## src/rtl/nibble_parity_tx.sv

```systemverilog
// nibble_parity_tx: frames a 4-bit nibble as start, d0..d3, parity, stop and
// shifts it out LSB first on a single idle-high line.
// Optional build macro NIBBLE_TX_ODD_PARITY_EN selects odd parity (default even).
module nibble_parity_tx #(
  parameter int unsigned CLKS_PER_BIT = 4,
  parameter int unsigned CNT_W        = 8
) (
  input  logic       clk,
  input  logic       reset,
  input  logic [3:0] data_in,
  input  logic       valid,
  output logic       ready,
  output logic       tx,
  output logic       busy,
  output logic       parity_out
);

  typedef enum logic [2:0] {
    S_IDLE,
    S_START,
    S_DATA,
    S_PARITY,
    S_STOP
  } state_t;

  localparam logic [CNT_W-1:0] LP_CNT_LAST = CNT_W'(CLKS_PER_BIT - 1);

  state_t           r_state;
  state_t           w_state_nxt;
  logic [CNT_W-1:0] r_cnt;
  logic [1:0]       r_bit_idx;
  logic [3:0]       r_shift;
  logic             r_parity;
  logic             r_ready;
  logic             w_accept;
  logic             w_bit_end;
  logic             w_par_calc;

  assign w_accept  = valid & r_ready;
  assign w_bit_end = (r_cnt == LP_CNT_LAST);

`ifdef NIBBLE_TX_ODD_PARITY_EN
  assign w_par_calc = ~^data_in;
`else
  assign w_par_calc = ^data_in;
`endif

  // State register
  always_ff @(posedge clk) begin
    if (reset) begin
      r_state <= S_IDLE;
    end else begin
      r_state <= w_state_nxt;
    end
  end

  // Next-state decode and line/status outputs
  always_comb begin
    w_state_nxt = r_state;
    tx          = 1'b1;
    busy        = 1'b1;
    case (r_state)
      S_IDLE: begin
        busy = 1'b0;
        if (w_accept) w_state_nxt = S_START;
      end
      S_START: begin
        tx = 1'b0;
        if (w_bit_end) w_state_nxt = S_DATA;
      end
      S_DATA: begin
        tx = r_shift[0];
        if (w_bit_end && (r_bit_idx == 2'd3)) w_state_nxt = S_PARITY;
      end
      S_PARITY: begin
        tx = r_parity;
        if (w_bit_end) w_state_nxt = S_STOP;
      end
      S_STOP: begin
        if (w_bit_end) w_state_nxt = S_IDLE;
      end
      default: begin
        w_state_nxt = S_IDLE;
      end
    endcase
  end

  // Datapath: bit-period counter, shift register, bit index, parity, ready
  always_ff @(posedge clk) begin
    if (reset) begin
      r_cnt     <= '0;
      r_bit_idx <= '0;
      r_shift   <= '0;
      r_parity  <= 1'b0;
      r_ready   <= 1'b1;
    end else begin
      // ready mirrors the upcoming state so it rises on the edge STOP ends
      r_ready <= (w_state_nxt == S_IDLE);
      if (r_state == S_IDLE || w_bit_end) begin
        r_cnt <= '0;
      end else begin
        r_cnt <= r_cnt + 1'b1;
      end
      if (w_accept) begin
        r_shift   <= data_in;
        r_bit_idx <= '0;
        r_parity  <= w_par_calc;
      end else if (r_state == S_DATA && w_bit_end) begin
        r_shift   <= {1'b0, r_shift[3:1]};
        r_bit_idx <= r_bit_idx + 1'b1;
      end
    end
  end

  assign ready      = r_ready;
  assign parity_out = r_parity;

endmodule
```

## config.mk

```make
export PLATFORM = sky130hd
export DESIGN_NAME = nibble_parity_tx
export DESIGN_NICKNAME = d
export VERILOG_FILES = /design/src/rtl/nibble_parity_tx.sv
export SDC_FILE = /design/constraint.sdc
export NUM_CORES = 1
export LEC_CHECK = 0
export ABC_AREA = 1
export BUFFER_PORTS_ARGS = -buffer_cell sky130_fd_sc_hd__buf_2
export CAP_MARGIN = 20
export CORE_ASPECT_RATIO = 1.2
export CORE_MARGIN = 5
export CORE_UTILIZATION = 30
export DETAILED_ROUTE_END_ITERATION = 8
export MAX_ROUTING_LAYER = met4
export PLACE_DENSITY = 0.5
export SYNTH_ARGS = -nofsm -noshare
export SYNTH_HDL_FRONTEND = slang
export SYNTH_SLANG_ARGS = --single-unit
```

## constraint.sdc

```tcl
create_clock -name clk -period 1.5 [get_ports clk]
set_clock_uncertainty 0.05 [all_clocks]
set_input_delay 0.075 -clock clk [delete_from_list [all_inputs] [get_ports clk]]
set_output_delay 0.075 -clock clk [all_outputs]
set_load 0.03 [all_outputs]
```

* After elaboration in Yosys (flattened, before gate mapping) *
Cells that the tools add are included.

cells by class
  add/subtract/negate cells = 2
  equal/unequal tests = 6
  multiplexer cells = 10
  bitwise gates (word level) = 1
  reduce and logical (&&, ||, !) cells = 9

operators with widths
  cell                                                              count
  3-bit 2-to-1 mux                                                  5
  3-bit case mux with 5 select lines                                1
  8-bit by 1-bit adder with 8-bit output (second input constant)    1
  8-bit by 2-bit == test with 1-bit output (second input constant)  1
  4-bit 2-to-1 mux                                                  2
  3-bit by 2-bit == test with 1-bit output (second input constant)  2
  3-bit logical NOT                                                 2
  2-bit OR reduction                                                2
  4-bit parity                                                      1
  3-bit by 1-bit == test with 1-bit output (second input constant)  1
  3-bit == test (second input constant)                             1
  1-bit case mux with 3 select lines                                1
  2-bit by 1-bit adder with 2-bit output (second input constant)    1
  2-bit == test (second input constant)                             1
  1-bit logical AND                                                 2
  2-bit nonzero test                                                1
  1-bit bitwise AND                                                 1
  1-bit logical OR                                                  1
  1-bit 2-to-1 mux                                                  1

word-level totals
  bits in registers = 19
  output and inout port bits = 4
  word-level logic and storage cells = 34

* Longest topological paths before layout *
  depth in word-level cells = 5
  mapped depth = 10

* Worst setup path before layout *
No wires, ideal clock.

  kind = register to output
  start = register r_state[2]
  end = output tx
  arrival time = 1.209 ns
  required time = 1.375 ns
  slack = 0.166 ns
  stages on the path, launching flop included = 6
  path through = dfxtp_1 > nor2_1 > inv_1 > nor2_4 > inv_1 > o211ai_1

on the way
  word-level cells in the longest chain between the ends = 2
  elaborated cells between the ends (all ways) = 4
  those cells by class = eq/ne: 3; mux: 1

ends and longest elaborated chain
  item                                                                                                         RTL line  text
  start: declaration                                                                                           28        state_t r_state;
  start signal: assignment                                                                                     53        r_state <= w_state_nxt;
  3-bit by 2-bit == test with 1-bit output / 3-bit by 1-bit == test with 1-bit output (equally long branches)  62        case (r_state)
  1-bit case mux with 3 select lines *                                                                         62
  end: declaration                                                                                             13        output logic tx,

Mark *: on every way between the ends. The rest lies on a longest branch, timed or not.

* Worst setup path after layout *
  start = register r_state[1]
  end = output tx

The elaborated chain is that of the path after synthesis.

==> run metrics <==
I/O pin cnt 11; post-DP HPWL between 1.5 and 2 mm; Hold Vio Cnt, Final 0; RSZ-0062 raised after global routing true; residual DRC count 0; maximum vdd ir drop 0.000321 V; Max Cap Violations 0; Seq cells post-synth 19; first-pass GRT wire length just under 4 mm; CTS Sinks 19; initial antenna violation count 0; DRT Pass-1 Iters 4; Post-DRT Antenna Nets 0; Nets 180; top-area cell type share of the netlist area a little over a third; crit-path most repeated cell inv_2; Slowest Stage Delay on Critical Path about 320 ps; Achievable Freq a little under 0.7 GHz; CP Max Fanout 2; CP max stage cell dfxtp_2; CTS tree yes; top post-synthesis cells by area dfxtp_1 (36%), nand2_1 (14%), nor2_1 (7.1%), nand3_1 (6.1%), inv_1 (6.0%); outcome completed; CP startpoint r_state[1]; Area Growth Syn to Fin 17.9%; Net Count, Synth 163; leading area contributor after synthesis dfxtp_1; chip width about 64 um; slew margin rel. between 80% and 90%; Worst-Skew Late Latency 250 ps; post-route minimum period between 1000 and 1500 ps; CP Capture Type output pin; RR Startpoint r_cnt[1]; register area share after synthesis 35.8%; WS Path Type reg2out; Synth cell types 20; Tcrit/Tclk final a little over nine tenths; number of antenna diodes 0; GP Congestion ~0.84; total wire length roughly 2.2 mm; Synth Instances between 150 and 200; Filler cells 350; worst hold path startpoint data_in[3]; final setup fails 0; Worst EP required 1370 ps; actual slew at the worst max-slew pin approximately 270 ps; grt ovf 0; setup TNS 0 ps; Cell Area, Synth between 1000 and 1500 um2; Avg Vias per Cell around 4.7; CP delay by family, top buffers and inverters; Die Y about 75 um; Leakage Power between 0.5 and 0.6 nW; Vias between 900 and 1000; CTS root buffer clkbuf_8; layout cells sized above 1 30.0%; H-tree depth 1; IO Port Bufs 10; # hold bufs at CTS 0; max-slew violations 0; core region area 3370 um2; vias in the first global route around 950; Syn Area/Cell 6.89 um2; CP Cell Sequence inv_2 > nor2_4 > inv_2 > nor2_4 > inv_2 > o211ai_1 > buf_4; Die ar. 4830 um2; Initial DRC Count just over 60; Worst-path clk slew approximately 70 ps; synthesis warning total 0; Finished Layout Cells about 210; Clock Path Buffers 2; All-Layer GR Usage between 10% and 20%; CTS Buf Count 3; drt wl/cell around 11 um; Hold Worst Slack ~37 ps; starting density of the core approximately a third; Hold Path Class in2reg; pin count of the biggest net entering global routing 11; Placed Cells 200; Buf+Inv Stages, Crit Path 4; CP Launch Type register; arrival time worst endpoint between 1000 and 1500 ps; num rows 23; pwr dens 846 nW/um2
[layout by cell type (no fill, tap or decap)]
master and count:
nand4_1 1, nand3_1 13, xor2_1 3, nand2_1 38
nand2_4 4, ha_4 1, nor2_1 19, dfxtp_2 3
inv_1 14, clkbuf_8 3, clkbuf_1 1, buf_4 5
xnor2_1 2, nand2_2 4, nor2_4 4, o211ai_1 1
buf_2 9, nor2_2 5, a21oi_2 3, ha_1 1
dfxtp_1 16, nand3_2 1, o21ai_0 3, inv_2 9
a21oi_1 7
[worst min-delay path, cell delays in order]
cell and delay [ps]:
buf_2 110, nand2_1 60, a21oi_1 60
[power breakdown]
part	switching [mW]	internal, mW	leakage [nW]	total (mW)
combinational	0.109	0.0589	0.383	0.168
clock	0.167	0.189	0.0228	0.355
sequential	0.0121	0.524	0.156	0.536
total	0.287	0.772	0.561	1.06
[Yosys cell counts]
cell type,instances
ha_1,2
nor2_2,5
nand4_1,1
a21oi_2,3
nand2_1,39
nor2_4,3
inv_1,17
nor2_1,20
xnor2_1,2
nand2_2,3
a21oi_1,7
nand3_1,13
o211ai_1,1
inv_2,6
nand3_2,1
xor2_1,3
o21ai_0,3
buf_2,2
dfxtp_1,19
nand2_4,4
[registers in the layout, summed over array words and instances (netlist names)]
signal	cells
r_bit_idx	2
r_state	3
ready	1
r_cnt	8
parity_out	1
r_shift	4
[cells by family after synthesis]
group                    share of synthesized area (%)
AND/OR/NAND/NOR                                   40.7
buffers and inverters                             9.08
XOR/XNOR                                          4.13
flip-flops                                        35.8
AO/OA/AOI/OAI                                     7.90
adder cells (fa/ha/maj)                           2.36
[metal layers]
metal  up-vias  global-route usage [%]  part of all wire [%]
met5         -                       -                     0
met4         0                    4.75                   2.6
met3         6                    2.69                   4.1
met2        19                    19.2                    52
met1       432                    11.0                    42
li1        507                       -                     -
[per-stage QoR]
step / setup slack (ps) / cell area (um2) / util [%] / power (mW)
5_1_grt: -63.4 / 1250 / 37.2 / 1.13
6_report: 54.0 / 1250 / 37.2 / 1.06
3_3_place_gp: 123 / 1150 / 34.3 / 0.710
2_1_floorplan: 166 / 1060 / - / 0.666
4_1_cts: 8.67 / 1210 / 35.8 / 1.07
3_5_place_dp: 86.3 / 1150 / 34.3 / 0.712
[final timing paths]
check	to	cells after the start	slack, ps
worst max register to register	ready	10	180
worst min-delay path	r_shift[3]	3	40
worst min register to register	r_cnt[0]	1	410
worst max-delay path	tx	7	50
[cell type report]
type                    count  area [um2]  share of cell area (%)
clock buffers               4        45.0                    3.60
inverters                  23        86.3                    6.90
multi-input cells         110         607                    48.5
flip-flops and latches     19         384                    30.7
well taps                  37        46.3                    3.70
repair buffers             14        82.6                    6.60
[repair_timing]
action | CTS | global route
setup buffers | 0 | 3
gates resized for setup | 3 | 9
setup endpoints to repair | 1 | 11
pin swaps | 0 | 3
Power figures use the tool's default switching activity.
